**config.mk**
```make
export PLATFORM = sky130hd
export DESIGN_NAME = fir_mac_serial
export DESIGN_NICKNAME = d
export VERILOG_FILES = /design/src/rtl/fir_mac_serial_pkg.sv /design/src/rtl/fir_mac_serial_saturate.sv /design/src/rtl/fir_mac_serial.sv
export SDC_FILE = /design/constraint.sdc
export NUM_CORES = 2
export LEC_CHECK = 0
export CORE_UTILIZATION = 55
export DETAILED_ROUTE_END_ITERATION = 8
export PLACE_DENSITY = 0.78
export SYNTH_ARGS = -nofsm -noshare
export SYNTH_HDL_FRONTEND = slang
export SYNTH_SLANG_ARGS = --single-unit
```
**constraint.sdc**
```tcl
create_clock -name i_clk -period 22.7 [get_ports i_clk]
set_input_delay 3.405 -clock i_clk [delete_from_list [all_inputs] [get_ports i_clk]]
set_output_delay 3.405 -clock i_clk [all_outputs]
set_load 0.05 [all_outputs]
```
**src/rtl/fir_mac_serial_pkg.sv**
```systemverilog
// Shared state encoding and sizing helpers for the time-multiplexed FIR MAC.
package fir_mac_serial_pkg;

  typedef enum logic [1:0] {
    ST_IDLE  = 2'd0,
    ST_MAC   = 2'd1,
    ST_DRAIN = 2'd2,
    ST_OUT   = 2'd3
  } fir_state_e;

  function automatic int addr_width(input int num_taps);
    return (num_taps > 1) ? $clog2(num_taps) : 1;
  endfunction

  // Product width plus log2(taps) guard bits: the sum of NUM_TAPS products cannot overflow.
  function automatic int acc_width(input int data_w, input int coef_w, input int num_taps);
    return data_w + coef_w + addr_width(num_taps);
  endfunction

endpackage

```
**src/rtl/fir_mac_serial_saturate.sv**
```systemverilog
// Narrows the accumulator: arithmetic shift by FRAC_BITS (toward -inf), then clamp to DATA_WIDTH.
module fir_mac_serial_saturate #(
  parameter int ACC_W      = 46,
  parameter int DATA_WIDTH = 24,
  parameter int FRAC_BITS  = 17
) (
  input  logic signed [ACC_W-1:0]      iv_acc,
  output logic signed [DATA_WIDTH-1:0] ov_data,
  output logic                         o_sat
);

  localparam logic signed [ACC_W-1:0] MAX_V =
    {{(ACC_W-DATA_WIDTH+1){1'b0}}, {(DATA_WIDTH-1){1'b1}}};
  localparam logic signed [ACC_W-1:0] MIN_V =
    {{(ACC_W-DATA_WIDTH+1){1'b1}}, {(DATA_WIDTH-1){1'b0}}};

  logic signed [ACC_W-1:0] shifted;

  always_comb begin
    shifted = iv_acc >>> FRAC_BITS;
    o_sat   = 1'b0;
    ov_data = shifted[DATA_WIDTH-1:0];
    if (shifted > MAX_V) begin
      ov_data = MAX_V[DATA_WIDTH-1:0];
      o_sat   = 1'b1;
    end else if (shifted < MIN_V) begin
      ov_data = MIN_V[DATA_WIDTH-1:0];
      o_sat   = 1'b1;
    end
  end

endmodule

```
**src/rtl/fir_mac_serial.sv**
```systemverilog
// Serial FIR: one signed multiplier walks all taps per sample, with a registered product stage.
//  state    | meaning
//  ST_IDLE  | ready for a sample and coefficient writes
//  ST_MAC   | one tap product per cycle, tap 0..NUM_TAPS-1
//  ST_DRAIN | fold last product, narrow and load the output
//  ST_OUT   | hold result until downstream takes it
module fir_mac_serial
  import fir_mac_serial_pkg::*;
#(
  parameter int DATA_WIDTH = 24,
  parameter int COEF_WIDTH = 18,
  parameter int NUM_TAPS   = 16,
  parameter int FRAC_BITS  = 17,
  localparam int ADDR_W    = addr_width(NUM_TAPS)
) (
  input  logic                         i_clk,
  input  logic                         i_rst_n,
  input  logic                         i_s_valid,
  output logic                         o_s_ready,
  input  logic signed [DATA_WIDTH-1:0] iv_s_data,
  output logic                         o_m_valid,
  input  logic                         i_m_ready,
  output logic signed [DATA_WIDTH-1:0] ov_m_data,
  input  logic                         i_coef_we,
  input  logic [ADDR_W-1:0]            iv_coef_addr,
  input  logic signed [COEF_WIDTH-1:0] iv_coef_data,
  output logic                         o_coef_ready,
  input  logic                         i_clr_flags,
  output logic                         o_sat_sticky,
  output logic                         o_busy
);

  localparam int ACC_W  = acc_width(DATA_WIDTH, COEF_WIDTH, NUM_TAPS);
  localparam int PROD_W = DATA_WIDTH + COEF_WIDTH;
  localparam logic [ADDR_W-1:0] LAST_TAP = ADDR_W'(NUM_TAPS - 1);
  localparam logic [ADDR_W:0]   TAPS_EXT = (ADDR_W+1)'(NUM_TAPS);

  fir_state_e state_q, state_d;
  logic [ADDR_W-1:0] wr_ptr_q, wr_ptr_d;
  logic [ADDR_W-1:0] tap_q, tap_d;
  logic signed [DATA_WIDTH-1:0] x_q [NUM_TAPS];
  logic signed [DATA_WIDTH-1:0] x_d [NUM_TAPS];
  logic signed [COEF_WIDTH-1:0] coef_q [NUM_TAPS];
  logic signed [COEF_WIDTH-1:0] coef_d [NUM_TAPS];
  logic signed [PROD_W-1:0] prod_q, prod_d;
  logic signed [ACC_W-1:0]  acc_q, acc_d, acc_sum;
  logic m_valid_q, m_valid_d;
  logic signed [DATA_WIDTH-1:0] m_data_q, m_data_d, sat_data;
  logic sat_q, sat_d, sat_hit;
  logic [ADDR_W:0]   rd_full;
  logic [ADDR_W-1:0] rd_idx;
  logic coef_wr_ok;

  // Newest sample minus tap index, wrapped modulo NUM_TAPS (works for non-power-of-2 lengths).
  always_comb begin
    rd_full = {1'b0, wr_ptr_q} + TAPS_EXT - {1'b0, tap_q};
    if (rd_full >= TAPS_EXT) rd_full = rd_full - TAPS_EXT;
  end
  assign rd_idx = rd_full[ADDR_W-1:0];

  assign acc_sum    = acc_q + ACC_W'(prod_q);
  assign coef_wr_ok = (state_q == ST_IDLE) && i_coef_we && ({1'b0, iv_coef_addr} < TAPS_EXT);

  fir_mac_serial_saturate #(
    .ACC_W      (ACC_W),
    .DATA_WIDTH (DATA_WIDTH),
    .FRAC_BITS  (FRAC_BITS)
  ) u_sat (
    .iv_acc  (acc_sum),
    .ov_data (sat_data),
    .o_sat   (sat_hit)
  );

  always_comb begin
    state_d   = state_q;
    wr_ptr_d  = wr_ptr_q;
    tap_d     = tap_q;
    x_d       = x_q;
    coef_d    = coef_q;
    prod_d    = prod_q;
    acc_d     = acc_q;
    m_valid_d = m_valid_q;
    m_data_d  = m_data_q;
    sat_d     = sat_q && !i_clr_flags;
    if (coef_wr_ok) coef_d[iv_coef_addr] = iv_coef_data;
    case (state_q)
      ST_IDLE: begin
        if (i_s_valid) begin
          x_d[wr_ptr_q] = iv_s_data;
          acc_d   = '0;
          prod_d  = '0;
          tap_d   = '0;
          state_d = ST_MAC;
        end
      end
      ST_MAC: begin
        prod_d = PROD_W'(coef_q[tap_q]) * PROD_W'(x_q[rd_idx]);
        acc_d  = acc_sum;
        if (tap_q == LAST_TAP) begin
          tap_d   = '0;
          state_d = ST_DRAIN;
        end else begin
          tap_d = tap_q + ADDR_W'(1);
        end
      end
      ST_DRAIN: begin
        acc_d     = acc_sum;
        m_data_d  = sat_data;
        m_valid_d = 1'b1;
        sat_d     = sat_d | sat_hit;
        state_d   = ST_OUT;
      end
      ST_OUT: begin
        if (i_m_ready) begin
          m_valid_d = 1'b0;
          wr_ptr_d  = (wr_ptr_q == LAST_TAP) ? '0 : wr_ptr_q + ADDR_W'(1);
          state_d   = ST_IDLE;
        end
      end
      default: state_d = ST_IDLE;
    endcase
  end

  always_ff @(posedge i_clk or negedge i_rst_n) begin
    if (!i_rst_n) begin
      state_q   <= ST_IDLE;
      wr_ptr_q  <= '0;
      tap_q     <= '0;
      prod_q    <= '0;
      acc_q     <= '0;
      m_valid_q <= 1'b0;
      m_data_q  <= '0;
      sat_q     <= 1'b0;
      for (int i = 0; i < NUM_TAPS; i++) begin
        x_q[i]    <= '0;
        coef_q[i] <= '0;
      end
    end else begin
      state_q   <= state_d;
      wr_ptr_q  <= wr_ptr_d;
      tap_q     <= tap_d;
      prod_q    <= prod_d;
      acc_q     <= acc_d;
      m_valid_q <= m_valid_d;
      m_data_q  <= m_data_d;
      sat_q     <= sat_d;
      x_q       <= x_d;
      coef_q    <= coef_d;
    end
  end

  assign o_s_ready    = (state_q == ST_IDLE);
  assign o_coef_ready = (state_q == ST_IDLE);
  assign o_busy       = (state_q != ST_IDLE);
  assign o_m_valid    = m_valid_q;
  assign ov_m_data    = m_data_q;
  assign o_sat_sticky = sat_q;

endmodule

```
==> After elaboration in Yosys (flattened, before gate mapping) <==
Index checks and enable logic that the tools add are counted.
{ "classes": {"add_sub_neg": 6, "multipliers": 1, "order_cmp": 9, "eq_ne": 8, "mux": 32, "bitwise_logic": 5, "reduce_logical": 17} }
{ "ops": {"columns": ["op", "count"], "rows": [
  ["384-bit bitwise mux", 1],
  ["288-bit bitwise mux", 1],
  ["24-bit two-way mux", 5],
  ["24-bit binary-select mux with 4-bit select", 1],
  ["24-bit demux with 4-bit select", 1],
  ["46-bit case mux with 2 select lines", 1],
  ["42-bit case mux with 2 select lines", 1],
  ["18-bit binary-select mux with 4-bit select", 1],
  ["18-bit demux with 4-bit select", 1],
  ["18-bit two-way mux", 3],
  ["46-bit by 42-bit adder with 46-bit output", 1],
  ["46-bit two-way mux", 1],
  ["18-bit by 24-bit multiplier with 42-bit output", 1],
  ["42-bit two-way mux", 1],
  ["29-bit by 24-bit greater-than comparator with 1-bit output, second input constant", 1],
  ["29-bit by 24-bit < comparator with 1-bit output, second input constant", 1],
  ["5-bit >= comparator, second input constant", 5],
  ["4-bit NOT with 5-bit output", 4],
  ["4-bit two-way mux", 4],
  ["5-bit by 1-bit < comparator with 1-bit output, second input constant", 2],
  ["2-bit AND reduction", 5],
  ["4-bit by 1-bit adder with 4-bit output, second input constant", 2],
  ["4-bit equality test, second input constant", 2],
  ["2-bit case mux with 4 select lines", 1],
  ["17 further kinds", 31]
]} }
{ "word_totals": {"regBits": 796, "out_inout_bits": 29, "elab_cells": 118} }

==> Longest topological paths before layout <==
{ "logic_depth": {"depth_word": 10, "depth_mapped": 38} }

==> Modules after synthesis <==
A second synthesis with hierarchy kept.
{ "hier_totals": {"cells_unflattened": 4324, "area_unflattened_um2": 53138.5} }
{ "modules_own_cells": {"columns": ["mod", "n_inst", "cells_per_inst", "area_each_um2", "seq_area_each_um2"], "rows": [
  ["fir_mac_serial", 1, 4287, 52846.9, 19919.1],
  ["fir_mac_serial_saturate", 1, 37, 291.5, 0.0]
]} }

==> Least setup slack after synthesis <==
Ideal clock, no wire load.
{ "synth_timing": {"kind": "register -> register", "from": "register tap_q[1]", "to": "register prod_q[40]", "setup_ps": 133, "t_arrival_ps": 9492, "path_slack_ps": 13075, "path_stages_with_launch": 38, "n_path_buf": 9, "period_less_slack_ps": 9625, "path_cell_list": "dfrtp_1 buf_1 clkbuf_1 clkbuf_1 inv_1 fa_1 buf_2 buf_2 buf_2 buf_2 mux4_2 mux2i_1 nor2_1 a21oi_1 clkbuf_1 nor2b_1 fa_1 inv_1 [... 2 more ...] fa_1 fa_1 fa_1 inv_1 fa_1 inv_1 ha_1 clkbuf_1 nand3_1 nor2_1 nand2_1 nor3_1 o311ai_0 a21oi_1 nor3_1 o41ai_1 xnor2_1 o21ai_0"} }
{ "synth_between": {"elab_chain_cells": 9} }
{ "synth_rtl": {"columns": ["item", "line_no", "rtl"], "rows": [
  ["start: declaration", "fir_mac_serial.sv:40", "logic [ADDR_W-1:0] tap_q, tap_d;"],
  ["start signal: assignment", "fir_mac_serial.sv:141", "tap_q <= tap_d;"],
  ["5-bit by 4-bit subtractor with 5-bit output", "fir_mac_serial.sv:56", "rd_full = {1'b0, wr_ptr_q} + TAPS_EXT - {1'b0, tap_q};"],
  ["4-bit by 1-bit subtractor with 4-bit output or 5-bit >= comparator (tied branches)", "fir_mac_serial.sv:57", "if (rd_full >= TAPS_EXT) rd_full = rd_full - TAPS_EXT;"],
  ["4-bit two-way mux", "fir_mac_serial.sv:57", null],
  ["4-bit NOT with 5-bit output (not written as such)", "fir_mac_serial.sv:97", "prod_d = PROD_W'(coef_q[tap_q]) * PROD_W'(x_q[rd_idx]);"],
  ["24-bit binary-select mux with 4-bit select", "fir_mac_serial.sv:97", null],
  ["24-bit two-way mux (not written as such) (2 in a row)", "fir_mac_serial.sv:97", null],
  ["18-bit by 24-bit multiplier with 42-bit output *", "fir_mac_serial.sv:97", null],
  ["42-bit case mux with 2 select lines *", "fir_mac_serial.sv:86", "case (state_q)"],
  ["end signal: assignment", "fir_mac_serial.sv:142", "prod_q <= prod_d;"],
  ["end: declaration", "fir_mac_serial.sv:45", "logic signed [PROD_W-1:0] prod_q, prod_d;"]
]} }
Every way passes the cells marked *; elsewhere a longest branch is shown, timed or not. The select of a mux whose other input is x is not followed.
A chain may end at the register's enable or synchronous reset.

==> Worst setup path in the final report <==
{ "layout_timing": {"from": "register tap_q[1]", "to": "register prod_q[38]"} }
Same word-level chain as after synthesis.

==> impl_metrics.env <==
export IMPL_finalHoldViolCount=0
export IMPL_finClkSkew_ps=72.3
export IMPL_drt_wl_total_um=120000
export IMPL_synth_most_common_cell="dfrtp_1"
export IMPL_avgViaCountPerCell=5.85
export IMPL_drt_iter0_markers=2185
export IMPL_synth_commonest_cells="796 x dfrtp_1, 680 x mux2_2, 521 x inv_1"
export IMPL_dr_pass1_iters=6
export IMPL_insertion_delay_ps=680
export IMPL_die_area_um2=98000
export IMPL_cp_common_cell="fa_1"
export IMPL_criticalPathCategory="reg -> reg"
export IMPL_ctsHoldBuffers=0
export IMPL_period_share=0.496
export IMPL_fillers=7133
export IMPL_grt_overflow=0
export IMPL_clock_path_buffers=3
export IMPL_clock_sinks=796
export IMPL_htree_levels=3
export IMPL_synth_ff_type="dfrtp_1"
export IMPL_ys_ff_latch=796
export IMPL_period_minus_slack_ps=11260
export IMPL_wl_per_cell_um=21.1
export IMPL_syn_num_nets=5016
export IMPL_synthTopCellsByArea="dfrtp_1 37%, fa_1 16%, mux2_2 14%"
export IMPL_postRouteAntennaNets=0
export IMPL_place_congestion=0.919
export IMPL_seq_area_frac_synth=0.374
export IMPL_grt_first_pass_wirelength_um=197000
export IMPL_num_vias=33357
export IMPL_drv_slew=0
export IMPL_cp_max_fo=50
export IMPL_setup_viol=0
export IMPL_grt_max_degree=183
export IMPL_cts_setup_buffers=0
export IMPL_cts_tree="done"
export IMPL_cp_slowest_cell="fa_4"
export IMPL_yosysWarnings=0
export IMPL_cpPeakStageDelay_ps=1490
export IMPL_yosys_area_top_type_share=0.374
export IMPL_antenna_found_initial=5
export IMPL_outcome="finished, final reports clean"
export IMPL_endpoint_kind="flip-flop"
export IMPL_cp_top_family="adder cells"
export IMPL_initial_core_util=0.557
export IMPL_clk_pin_slew_ps=60
export IMPL_slew_headroom=0.216
export IMPL_nets=5008
export IMPL_maxCapViolCount=0
export IMPL_cp_arrival_ps=11770
export IMPL_synth_area_leader_cell="dfrtp_1"
export IMPL_rsz0062_at_grt="no"
export IMPL_setup_tns_ps=0
export IMPL_fp_dieW_um=313
export IMPL_io_pins=81
export IMPL_drive_above_1_share=0.261
export IMPL_cp_start_kind="flip-flop"
export IMPL_netlist_area_um2=53200
export IMPL_numCtsBuffers=84
export IMPL_syn2layout_area_growth_pct=9.32
export IMPL_syn_inst=4375
export IMPL_critPathBufInv=7
export IMPL_fmax_mhz=88.8
export IMPL_core_area_um2=95400
export IMPL_cts_root_buf="clkbuf_16"
export IMPL_worstPathRequired_ps=23220
export IMPL_portBuffers=80
export IMPL_ys_async_sr_fraction=1.00
export IMPL_hpwl_um=81800
export IMPL_grt_use_total=0.254
export IMPL_synth_distinct_cells=83
export IMPL_postSynthAreaPerCell_um2=12.2
export IMPL_worst_pin_slew_ps=1170
export IMPL_die_h_um=313
export IMPL_rows=113
export IMPL_drc_errors=0
export IMPL_post_cts_resized=0
export IMPL_grt_pass1_vias=35805
export IMPL_hold_path_class="reg -> reg"
export IMPL_synth_edff_count=0
layout make-up:
class / instances / area, um^2 / share of cell area
Tap cell: 1265 / 1580 / 0.0272
Multi-Input combinational cell: 2805 / 30400 / 0.524
Clock inverter: 34 / 423 / 0.00727
Antenna cell: 2 / 5.00 / 0.0000861
Inverter: 521 / 1960 / 0.0336
Sequential cell: 796 / 19900 / 0.343
Clock buffer: 116 / 2380 / 0.0410
Timing Repair Buffer: 159 / 1420 / 0.0245
cells by family (layout without fill, tap and decap cells):
family | Yosys count | after routing | share of synthesized area
mux | 893 | 893 | 0.227
compound gates | 424 | 424 | 0.0575
buf+inv | 774 | 830 | 0.0563
xor+xnor | 84 | 84 | 0.0138
simple gates | 815 | 815 | 0.0722
flops | 796 | 796 | 0.374
fa+ha+maj | 589 | 589 | 0.199
other cells | 0 | 2 | 0
per-layer routing:
metal,vias to the layer above,global-route usage,part of all wire
met5,-,0,0.00022
met4,4,0.0788,0.028
met3,243,0.0454,0.063
met2,980,0.417,0.48
met1,17358,0.347,0.43
li1,14772,-,-
per-stage QoR:
step           std cells   util  instance area [um^2]  worst slack [ps]  hold slack [ps]
2_1_floorplan       4375      -                 53200             13080              454
3_3_place_gp        5546  0.580                 55300             11570              468
3_5_place_dp        5546  0.580                 55300             11550              481
4_1_cts             5696  0.609                 58100             11500              497
5_1_grt             5698  0.609                 58100             10780              507
6_report            5698  0.609                 58100             11440              494
worst min-delay path: stages, from the launching register on:
cell	delay, ps
dfrtp_1	350
nand2_1	50
o21ai_0	60
worst paths after layout:
| check | startpoint | endpoint | slack, ps | cells after the start |
|---|---|---|---|---|
| max in group asynchronous | i_rst_n | x_q[11] | 16730 | 4 |
| min | acc_q[3] | acc_q[3] | 490 | 2 |
| max reg2reg | tap_q[1] | prod_q[38] | 11440 | 30 |
| max | tap_q[1] | prod_q[38] | 11440 | 30 |
| min in group asynchronous | i_rst_n | coef_q[201] | 2780 | 1 |
| min reg2reg | acc_q[3] | acc_q[3] | 490 | 2 |
sequential cells by signal, summed over array words and instances, names as in the netlist, 2 cells and up:
register   flops
coef_q       288
ov_m_data     24
wr_ptr_q       4
tap_q          4
prod_q        42
x_q          384
acc_q         46
state_q        2
placed cells by master (no fill, tap or decap), types with 13 or more instances in the layout:
cell type        count
and2_1              85
nor2_1              79
nor2b_1             94
xnor2_1             39
inv_1              521
a21oi_1             97
clkdlybuf4s50_1     79
xor2_1              43
o21ai_0             85
nand2_1            398
mux2i_1             29
nor3_1              20
nand2b_1            38
clkinv_2            15
dfrtp_1            793
o221ai_2            20
mux4_2             182
clkbuf_8            14
buf_4               77
clkbuf_1            17
clkbuf_16           85
fa_1               426
a211oi_1            30
ha_1               160
o21a_1              13
a21o_1              54
nand3_1             29
a22o_1              38
mux2_2             680
Power is not shown: default switching activity piles up to over one toggle a cycle in this logic, so the estimate is an artifact.
